==> src/rtl/text_console_writer_pkg.sv <==
// text_console_writer_pkg: shared geometry defaults, control codes and FSM state type.
package text_console_writer_pkg;

    localparam int COLS_DEF   = 80;
    localparam int ROWS_DEF   = 60;
    localparam int ADDR_W_DEF = 13;

    localparam logic [7:0] SPACE = 8'h20;
    localparam logic [7:0] LF    = 8'h0A;
    localparam logic [7:0] CR    = 8'h0D;
    localparam logic [7:0] BS    = 8'h08;
    localparam logic [7:0] FF    = 8'h0C;

    typedef enum logic [1:0] {IDLE, PUT, ROWCLR, CLEAR} state_t;

endpackage

==> src/rtl/text_console_writer_if.sv <==
// text_console_if: character stream in, text-RAM write port and cursor out.
interface text_console_if
    import text_console_writer_pkg::*;
#(
    parameter int ADDR_W = ADDR_W_DEF
);

    logic [7:0]        chr_i;
    logic              chr_valid_i;
    logic              chr_ready_o;
    logic              clear_i;
    logic              busy_o;
    logic              ram_we_o;
    logic [ADDR_W-1:0] ram_addr_o;
    logic [7:0]        ram_data_o;
    logic [6:0]        cur_col_o;
    logic [5:0]        cur_row_o;

    modport slave (
        input  chr_i, chr_valid_i, clear_i,
        output chr_ready_o, busy_o, ram_we_o, ram_addr_o, ram_data_o, cur_col_o, cur_row_o
    );

    modport master (
        output chr_i, chr_valid_i, clear_i,
        input  chr_ready_o, busy_o, ram_we_o, ram_addr_o, ram_data_o, cur_col_o, cur_row_o
    );

endinterface

==> src/rtl/text_console_writer_cursor.sv <==
// console_cursor: column/row counters plus a running row*COLS base, giving the linear address without a multiplier.
module console_cursor #(
    parameter int COLS   = 80,
    parameter int ROWS   = 60,
    parameter int ADDR_W = 13
) (
    input  logic              clk,
    input  logic              rst_n,
    input  logic              advance,
    input  logic              newline,
    input  logic              ret,
    input  logic              back,
    input  logic              home,
    output logic [6:0]        col,
    output logic [5:0]        row,
    output logic [ADDR_W-1:0] addr
);

    logic [ADDR_W-1:0] base;
    logic              row_end;
    logic              line;

    assign row_end = row == 6'(ROWS - 1);
    assign line    = newline || (advance && col == 7'(COLS - 1));
    assign addr    = base + ADDR_W'(col);

    always_ff @(posedge clk or negedge rst_n) begin
        if (!rst_n) begin
            col  <= '0;
            row  <= '0;
            base <= '0;
        end else if (home) begin
            col  <= '0;
            row  <= '0;
            base <= '0;
        end else if (line) begin
            col  <= '0;
            row  <= row_end ? '0 : row + 6'd1;
            base <= row_end ? '0 : base + ADDR_W'(COLS);
        end else if (advance) begin
            col <= col + 7'd1;
        end else if (ret) begin
            col <= '0;
        end else if (back) begin
            col <= col - 7'd1;
        end
    end

endmodule

==> src/rtl/text_console_writer.sv <==
// text_console_writer: streams characters into a COLS x ROWS text RAM with cursor control,
// automatic clearing of each freshly entered row and full-screen clear.
module text_console_writer
    import text_console_writer_pkg::*;
#(
    parameter int COLS   = COLS_DEF,
    parameter int ROWS   = ROWS_DEF,
    parameter int ADDR_W = ADDR_W_DEF
) (
    input logic           clk_i,
    input logic           rst_n_i,
    text_console_if.slave bus
);

    localparam logic [ADDR_W-1:0] LAST     = ADDR_W'(ROWS * COLS - 1);
    localparam logic [ADDR_W-1:0] COL_LAST = ADDR_W'(COLS - 1);

    state_t            state, state_n;
    logic [ADDR_W-1:0] cnt, cnt_n, cur_addr, addr_n;
    logic [7:0]        data_n;
    logic [6:0]        col;
    logic [5:0]        row;
    logic              fin, fin_n, we_n, take, at_end;
    logic              advance, newline, ret, back, home;

    assign bus.chr_ready_o = state == IDLE && !bus.clear_i;
    assign bus.busy_o      = state == ROWCLR || state == CLEAR;
    assign bus.cur_col_o   = col;
    assign bus.cur_row_o   = row;
    assign take            = bus.chr_ready_o && bus.chr_valid_i;
    assign at_end          = col == 7'(COLS - 1);

    console_cursor #(
        .COLS   (COLS),
        .ROWS   (ROWS),
        .ADDR_W (ADDR_W)
    ) u_cursor (
        .clk     (clk_i),
        .rst_n   (rst_n_i),
        .advance (advance),
        .newline (newline),
        .ret     (ret),
        .back    (back),
        .home    (home),
        .col     (col),
        .row     (row),
        .addr    (cur_addr)
    );

    // Clear states hold the write under way in the output register; fin marks that the last one is showing.
    always_comb begin
        state_n = state;
        cnt_n   = cnt;
        fin_n   = fin;
        we_n    = 1'b0;
        addr_n  = bus.ram_addr_o;
        data_n  = bus.ram_data_o;
        advance = 1'b0;
        newline = 1'b0;
        ret     = 1'b0;
        back    = 1'b0;
        home    = 1'b0;
        case (state)
            IDLE: begin
                if (bus.clear_i || (take && bus.chr_i == FF)) begin
                    state_n = CLEAR;
                    cnt_n   = '0;
                    fin_n   = 1'b0;
                end else if (take && bus.chr_i >= SPACE) begin
                    we_n    = 1'b1;
                    addr_n  = cur_addr;
                    data_n  = bus.chr_i;
                    advance = 1'b1;
                    state_n = at_end ? ROWCLR : IDLE;
                    cnt_n   = '0;
                    fin_n   = 1'b0;
                end else if (take && bus.chr_i == LF) begin
                    newline = 1'b1;
                    state_n = ROWCLR;
                    cnt_n   = '0;
                    fin_n   = 1'b0;
                end else if (take && bus.chr_i == CR) begin
                    ret = 1'b1;
                end else if (take && bus.chr_i == BS && col != 7'd0) begin
                    back    = 1'b1;
                    state_n = PUT;
                end
            end
            PUT: begin
                we_n    = 1'b1;
                addr_n  = cur_addr;
                data_n  = SPACE;
                state_n = IDLE;
            end
            ROWCLR: begin
                if (fin) begin
                    state_n = IDLE;
                end else begin
                    we_n   = 1'b1;
                    addr_n = cur_addr + cnt;
                    data_n = SPACE;
                    fin_n  = cnt == COL_LAST;
                    cnt_n  = fin_n ? cnt : cnt + ADDR_W'(1);
                end
            end
            CLEAR: begin
                if (fin) begin
                    state_n = IDLE;
                    home    = 1'b1;
                end else begin
                    we_n   = 1'b1;
                    addr_n = cnt;
                    data_n = SPACE;
                    fin_n  = cnt == LAST;
                    cnt_n  = fin_n ? cnt : cnt + ADDR_W'(1);
                end
            end
        endcase
    end

    always_ff @(posedge clk_i or negedge rst_n_i) begin
        if (!rst_n_i)
            state <= CLEAR;
        else
            state <= state_n;
    end

    always_ff @(posedge clk_i or negedge rst_n_i) begin
        if (!rst_n_i) begin
            cnt            <= '0;
            fin            <= 1'b0;
            bus.ram_we_o   <= 1'b0;
            bus.ram_addr_o <= '0;
            bus.ram_data_o <= '0;
        end else begin
            cnt            <= cnt_n;
            fin            <= fin_n;
            bus.ram_we_o   <= we_n;
            bus.ram_addr_o <= addr_n;
            bus.ram_data_o <= data_n;
        end
    end

endmodule
==> src/flat_wrapper.sv <==
// flat-port wrapper written by rule: the top's interface ports become plain ports
module text_console_writer_flat import text_console_writer_pkg::*;
#(
    parameter int COLS   = COLS_DEF,
    parameter int ROWS   = ROWS_DEF,
    parameter int ADDR_W = ADDR_W_DEF
)
  (clk_i, rst_n_i, bus_chr_i, bus_chr_valid_i, bus_clear_i, bus_chr_ready_o, bus_busy_o, bus_ram_we_o, bus_ram_addr_o, bus_ram_data_o, bus_cur_col_o, bus_cur_row_o);
  text_console_if #(.ADDR_W(ADDR_W)) bus_i ();
  input logic clk_i;
  input logic rst_n_i;
  input wire logic [$bits(bus_i.chr_i)-1:0] bus_chr_i;
  input wire logic [$bits(bus_i.chr_valid_i)-1:0] bus_chr_valid_i;
  input wire logic [$bits(bus_i.clear_i)-1:0] bus_clear_i;
  output wire logic [$bits(bus_i.chr_ready_o)-1:0] bus_chr_ready_o;
  output wire logic [$bits(bus_i.busy_o)-1:0] bus_busy_o;
  output wire logic [$bits(bus_i.ram_we_o)-1:0] bus_ram_we_o;
  output wire logic [$bits(bus_i.ram_addr_o)-1:0] bus_ram_addr_o;
  output wire logic [$bits(bus_i.ram_data_o)-1:0] bus_ram_data_o;
  output wire logic [$bits(bus_i.cur_col_o)-1:0] bus_cur_col_o;
  output wire logic [$bits(bus_i.cur_row_o)-1:0] bus_cur_row_o;
  assign bus_i.chr_i = bus_chr_i;
  assign bus_i.chr_valid_i = bus_chr_valid_i;
  assign bus_i.clear_i = bus_clear_i;
  assign bus_chr_ready_o = bus_i.chr_ready_o;
  assign bus_busy_o = bus_i.busy_o;
  assign bus_ram_we_o = bus_i.ram_we_o;
  assign bus_ram_addr_o = bus_i.ram_addr_o;
  assign bus_ram_data_o = bus_i.ram_data_o;
  assign bus_cur_col_o = bus_i.cur_col_o;
  assign bus_cur_row_o = bus_i.cur_row_o;
  text_console_writer #(.COLS(COLS), .ROWS(ROWS), .ADDR_W(ADDR_W)) u_core (.clk_i(clk_i), .rst_n_i(rst_n_i), .bus(bus_i));
endmodule
==> config.mk <==
export PLATFORM = sky130hd
export DESIGN_NAME = text_console_writer_flat
export DESIGN_NICKNAME = d
export VERILOG_FILES = /design/src/rtl/text_console_writer_pkg.sv /design/src/rtl/text_console_writer_if.sv /design/src/rtl/text_console_writer_cursor.sv /design/src/rtl/text_console_writer.sv /design/src/flat_wrapper.sv
export SDC_FILE = /design/constraint.sdc
export NUM_CORES = 1
export LEC_CHECK = 0
export ABC_AREA = 1
export BUFFER_PORTS_ARGS = -buffer_cell sky130_fd_sc_hd__buf_2
export CAP_MARGIN = 20
export CORE_ASPECT_RATIO = 0.9
export CORE_MARGIN = 1.5
export CORE_UTILIZATION = 54
export CTS_CLUSTER_DIAMETER = 200
export DETAILED_ROUTE_END_ITERATION = 10
export PLACE_DENSITY_LB_ADDON = 0.25
export REMOVE_ABC_BUFFERS = 1
export SYNTH_ARGS = -nofsm -noshare
export SYNTH_HDL_FRONTEND = slang
export SYNTH_SLANG_ARGS = --single-unit
==> constraint.sdc <==
create_clock -name clk_i -period 2.55 [get_ports clk_i]
set_clock_uncertainty 0.2 [all_clocks]
set_input_delay 0 -clock clk_i [delete_from_list [all_inputs] [get_ports clk_i]]
set_output_delay 0 -clock clk_i [all_outputs]
set_load 0.05 [all_outputs]
* After elaboration in Yosys (flattened, before gate mapping)
Index checks and enable logic that the tools add are counted.
** Operators by class
- $add $sub $neg :: 7
- Order comparisons :: 1
- Equality and inequality tests :: 22
- Muxes and demuxes :: 64
- Reduce and logical (&&, ||, !) cells :: 24
** Operators with widths (count)
- 13-bit two-way mux :: 14
- 13-bit case mux with 4 select lines :: 1
- 13-bit case mux with 3 select lines :: 1
- 7-bit two-way mux :: 5
- 8-bit by 4-bit == test with 1-bit output, second input constant :: 4
- 1-bit two-way mux :: 26
- 8-bit two-way mux :: 3
- 8-bit case mux with 3 select lines :: 1
- 6-bit two-way mux :: 3
- 2-bit two-way mux :: 7
- 2-bit != test, second input constant :: 7
- 13-bit by 1-bit adder with 13-bit output, second input constant :: 1
- 13-bit adder :: 1
- 13-bit by 7-bit adder with 13-bit output :: 1
- 13-bit by 7-bit adder with 13-bit output, second input constant :: 1
- 13-bit == test, second input constant :: 1
- 13-bit by 7-bit == test with 1-bit output, second input constant :: 1
- 5-bit != test, second input constant :: 2
- 1-bit logical AND :: 9
- 8-bit by 6-bit >= comparator with 1-bit output, second input constant :: 1
- 7-bit by 1-bit adder with 7-bit output, second input constant :: 1
- 7-bit == test, second input constant :: 1
- 7-bit nonzero test :: 1
- 7-bit by 1-bit subtractor with 7-bit output, second input constant :: 1
- 19 further kinds :: 24
** Word-level totals
- Register bits :: 64
- Input bits :: 12
- Output and inout port bits :: 37
- Logic and storage cells :: 127

* Depth between registers and ports, before layout
- Depth after elaboration :: 16
- Gate-level depth with buffers :: 19
- Mapped depth without buffers :: 19

* By module
A second synthesis with hierarchy kept.
** Second synthesis, totals
- Cell total of the unflattened synthesis :: 722
- Area, all modules :: 4860.9 um2
** By module, submodules not included
- text_console_writer :: instances 1, cells an instance 471, area an instance 3098.0 um2
- console_cursor :: instances 1, cells an instance 251, area an instance 1762.9 um2

* Worst setup path before layout
No wires, ideal clock.
- Path type :: flip-flop to flip-flop
- Start :: register u_core.u_cursor.col[5]
- End :: register u_core.bus.ram_addr_o[8]
- Setup time :: 0.122 ns
- Arrival :: 2.568 ns
- Required time :: 2.228 ns
- Slack :: -0.340 ns
- Stages on the path, launching flop included :: 14
- Path buffers :: 0
- Period minus slack after synthesis :: 2.890 ns
- Cells stage by stage :: dfrtp_1 ha_1 nand2_1 nand2_1 or2_2 nand2_1 inv_1 ha_1 nand2_1 nor2_1 a21oi_1 or2_2 nand3_1 a21oi_1
** On the way
- Longest elaborated chain between the ends :: 4
- Elaborated cells between the ends (all ways) :: 6
- Those cells by class :: 2 x add/sub; 4 x mux
** Ends and longest elaborated chain
- start: declaration :: RTL line text_console_writer_cursor.sv:14 : output logic [6:0] col,
- start signal: assignment :: RTL line text_console_writer_cursor.sv:41 : col <= col + 7'd1;
- start signal: assignment :: RTL line text_console_writer_cursor.sv:45 : col <= col - 7'd1;
- 13-bit by 7-bit adder with 13-bit output * :: RTL line text_console_writer_cursor.sv:25 : assign addr = base + ADDR_W'(col);
- 13-bit adder or 13-bit two-way mux (tied branches) :: RTL line text_console_writer.sv:100, text_console_writer.sv:69
- 13-bit two-way mux (on tied branches) :: RTL line text_console_writer.sv:96, text_console_writer.sv:65
- 13-bit case mux with 4 select lines * :: RTL line text_console_writer.sv:63 : case (state)
- end signal: assignment :: RTL line text_console_writer.sv:139 : bus.ram_addr_o <= addr_n;
- end: declaration :: RTL line text_console_writer_if.sv:21 : output chr_ready_o, busy_o, ram_we_o, ram_addr_o, ram_data_o, cur_col_o, cur_row_o
Mark *: on every way between the ends. The rest lies on a longest branch, timed or not. The select of a mux whose other input is x is not followed.
A chain may end at the register's enable or synchronous reset.

* Final worst setup path
- Start :: register u_core.u_cursor.col[5]
- End :: register u_core.bus.ram_addr_o[11]
Same word-level chain as after synthesis.

==> impl_metrics.py <==
metrics = {
    "status": {
        "status": "complete, but fails checks",
        "failed_checks": "DRC, setup timing",
    },
    "sta": {
        "fin_crit_sh": 1.00,
        "setup_ws_ns": -0.00984,
        "min_period_ns": 2.56,
        "worst_pin_slew_ns": 0.769,
        "slew_headroom": 0.482,
        "slew_violations": 0,
        "finalHoldViolations": 0,
        "rsz0062_at_grt": "true",
        "setup_viol": 2,
        "fmax_mhz": 391,
    },
    "route": {
        "drtIter0Drc": 228,
        "routed_via_density": 5.55,
        "routedWlPerCell_um": 15.0,
        "drt_wl_total_um": 12300,
        "ant_nets": 0,
        "drc": 1,
        "vias": 4543,
        "firstDrtPassIters": 7,
    },
    "yosys": {
        "yosysUniqueCellTypes": 44,
        "synth.ff_latch_count": 60,
        "syn_area_per_cell_um2": 7.04,
        "syn_inst": 636,
        "yosys_warnings": 0,
        "synth_area_mm2": 0.00448,
        "seq_area_frac_synth": 0.336,
    },
    "final_layout": {
        "antennaDiodeCount": 0,
        "utilization": 0.702,
        "area_growth_pct": 25.9,
        "finalNetCount": 749,
        "drive_above_1_share": 0.247,
        "final_common_cell": "nand2_1",
        "layout_common_cells": "nand2_1, nor2_1, inv_1",
    },
    "grt": {
        "grt_max_degree": 39,
        "grt.overflow.total": 0,
        "antenna_found_initial": 0,
        "grt_pass1_wl_um": 19800,
        "track_usage": 0.284,
        "grt_pass1_vias": 4187,
    },
    "cts": {
        "cts_tree": "done",
        "cts_max_level": 3,
        "clk_latency_ns": 0.35,
        "cts_buffers": 9,
        "path_clk_slew_ns": 0.08,
        "clockBufferDepth": 2,
        "root_buffer": "clkbuf_8",
        "cts.sinks": 60,
    },
    "setup_path": {
        "cp_data_arrival_time_ns": 2.64,
        "reg2regPathDepth": 15,
        "r2r-end": "u_core.bus.ram_addr_o[11]$_DFFE_PN0P_",
        "worstPathMaxFanout": 4,
        "start_kind": "flip-flop",
        "worst-r2r-setup-slack_ns": -0.01,
        "cp.required_ns": 2.63,
        "r2r-start": "u_core.u_cursor.col[5]$_DFFE_PN0P_",
        "path_class": "reg2reg",
        "worstSetupEndpointType": "flip-flop",
    },
    "floorplanning": {
        "ios": 49,
        "start_util": 0.557,
        "core_mm2": 0.00803,
        "dieHeight_um": 89.4,
        "die_area_mm2": 0.00884,
        "die_x_um": 99.0,
        "rows": 31,
    },
    "flow_run": {
        "cap_violations": 0,
    },
    "min_path": {
        "hold_path.class": "in2async",
    },
    "place": {
        "numPortBuffers": 48,
        "preCtsSetupSlack_ns": -0.126,
        "dp_hpwl_um": 8680,
        "gp_congestion": 0.922,
    },
    "power_and_ir_drop": {
        "finalPower_uw": 6130,
        "vdd_ir_drop_max_mv": 0.803,
        "cellPowerDensity_mw_per_mm2": 1090,
        "p_leak_uw": 0.00287,
    },
}
[logic make-up (layout without fill, tap and decap cells)]
| family | after synthesis | in the layout | synth area share |
|---|---|---|---|
| fa+ha+maj | 22 | 22 | 0.0632 |
| flops | 60 | 60 | 0.336 |
| compound gates | 91 | 91 | 0.113 |
| xor+xnor | 28 | 28 | 0.0548 |
| simple gates | 340 | 340 | 0.347 |
| buf+inv | 95 | 179 | 0.0867 |
[repair_timing]
item	in CTS	in global routing
gates cloned	0	0
buffers inserted	2	3
hold buffers	11	0
pin swaps	9	28
endpoints found under the setup margin	6	6
gates resized for setup	18	52
endpoints found under the hold margin	71	0
[through the flow]
step	cells	hold WS (ns)	setup TNS, ns	cell area, um^2
2_1_floorplan	614	-0.496	-1.84	4360
3_3_place_gp	787	-0.186	-0.271	4920
3_5_place_dp	787	-0.185	-0.461	4920
4_1_cts	816	0.0593	-0.101	5370
5_1_grt	819	0.104	-0.557	5640
6_report	819	0.0348	-0.0160	5640
[how the worst max path moves through the flow]
stage / startpoint / endpoint / slack (ns) / depth (start not counted)
after floorplan: u_core.u_cursor.col[5]$_DFFE_PN0P_ / u_core.bus.ram_addr_o[8]$_DFFE_PN0P_ / -0.34 / 13
after global placement: u_core.u_cursor.col[5]$_DFFE_PN0P_ / u_core.bus.ram_addr_o[11]$_DFFE_PN0P_ / -0.09 / 15
after detailed placement: u_core.u_cursor.col[5]$_DFFE_PN0P_ / u_core.bus.ram_addr_o[12]$_DFFE_PN0P_ / -0.13 / 17
after CTS: u_core.u_cursor.base[5]$_DFFE_PN0P_ / u_core.bus.ram_addr_o[12]$_DFFE_PN0P_ / -0.05 / 16
after global routing: u_core.u_cursor.col[5]$_DFFE_PN0P_ / u_core.bus.ram_addr_o[12]$_DFFE_PN0P_ / -0.18 / 16
final: u_core.u_cursor.col[5]$_DFFE_PN0P_ / u_core.bus.ram_addr_o[11]$_DFFE_PN0P_ / -0.01 / 15
[synth_stat cells (all sizes together)]
| library cell | n | area share |
|---|---|---|
| nand2 | 150 | 0.13 |
| nor2 | 87 | 0.083 |
| inv | 73 | 0.062 |
| nand3 | 62 | 0.076 |
| dfrtp | 58 | 0.32 |
| a21oi | 40 | 0.045 |
| o21ai | 34 | 0.038 |
| xor2 | 26 | 0.051 |
| ha | 21 | 0.059 |
| nor3 | 15 | 0.018 |
| nand4 | 13 | 0.018 |
| buf | 11 | 0.016 |
| clkbuf | 11 | 0.0092 |
| or2 | 5 | 0.0070 |
| nand3b | 4 | 0.0075 |
| a21o | 3 | 0.0050 |
| a22o | 3 | 0.0059 |
| a211oi | 2 | 0.0034 |
| a221oi | 2 | 0.0039 |
| and2 | 2 | 0.0028 |
| dfstp | 2 | 0.012 |
| o22ai | 2 | 0.0028 |
| xnor2 | 2 | 0.0039 |
| a31oi | 1 | 0.0014 |
| a41oi | 1 | 0.0020 |
| and3 | 1 | 0.0014 |
| fa | 1 | 0.0045 |
| nor3b | 1 | 0.0017 |
| o211a | 1 | 0.0022 |
| o211ai | 1 | 0.0017 |
| o21bai | 1 | 0.0017 |
[report_power, final]
part / switching [uW] / total (uW) / internal (uW)
combinational: 2320 / 3590 / 1270
sequential: 298 / 1520 / 1220
clock: 415 / 1020 / 607
[metal layers]
layer / vias to the layer above / wire, um / global-route usage
met2: 153 / 5780 / 0.483
li1: 2225 / - / -
met4: 0 / 374 / 0.103
met3: 34 / 705 / 0.0539
met5: - / 0 / 0
met1: 2131 / 5400 / 0.367
[registers in the layout (all words and copies together) (netlist names)]
name                   count
u_core.bus.ram_addr_o     13
u_core.cnt                13
u_core.u_cursor.base       9
u_core.bus.ram_data_o      8
u_core.u_cursor.col        7
u_core.u_cursor.row        6
u_core.state               2
u_core.bus.ram_we_o        1
u_core.fin                 1
[critical path: stages (launching register included)]
cell and delay [ns]:
dfrtp_1 0.41, ha_4 0.26, nand2_4 0.07, nand2_4 0.06
or2_2 0.29, nand2_2 0.09, inv_2 0.05, ha_4 0.23
a21o_1 0.20, nor2_2 0.13, nand2_2 0.09, nand2_2 0.07
nand2_1 0.05, nand2_1 0.08, nand3_2 0.07, a21oi_2 0.13
[layout make-up]
class	instances	area (um^2)
clock buffer	13	159
clock inverter	3	68.8
fill	676	2390
inverter	73	277
multi-input combinational	481	2920
sequential	60	1500
tap	99	124
timing repair buffer	90	583
Power figures use the tool's default switching activity.
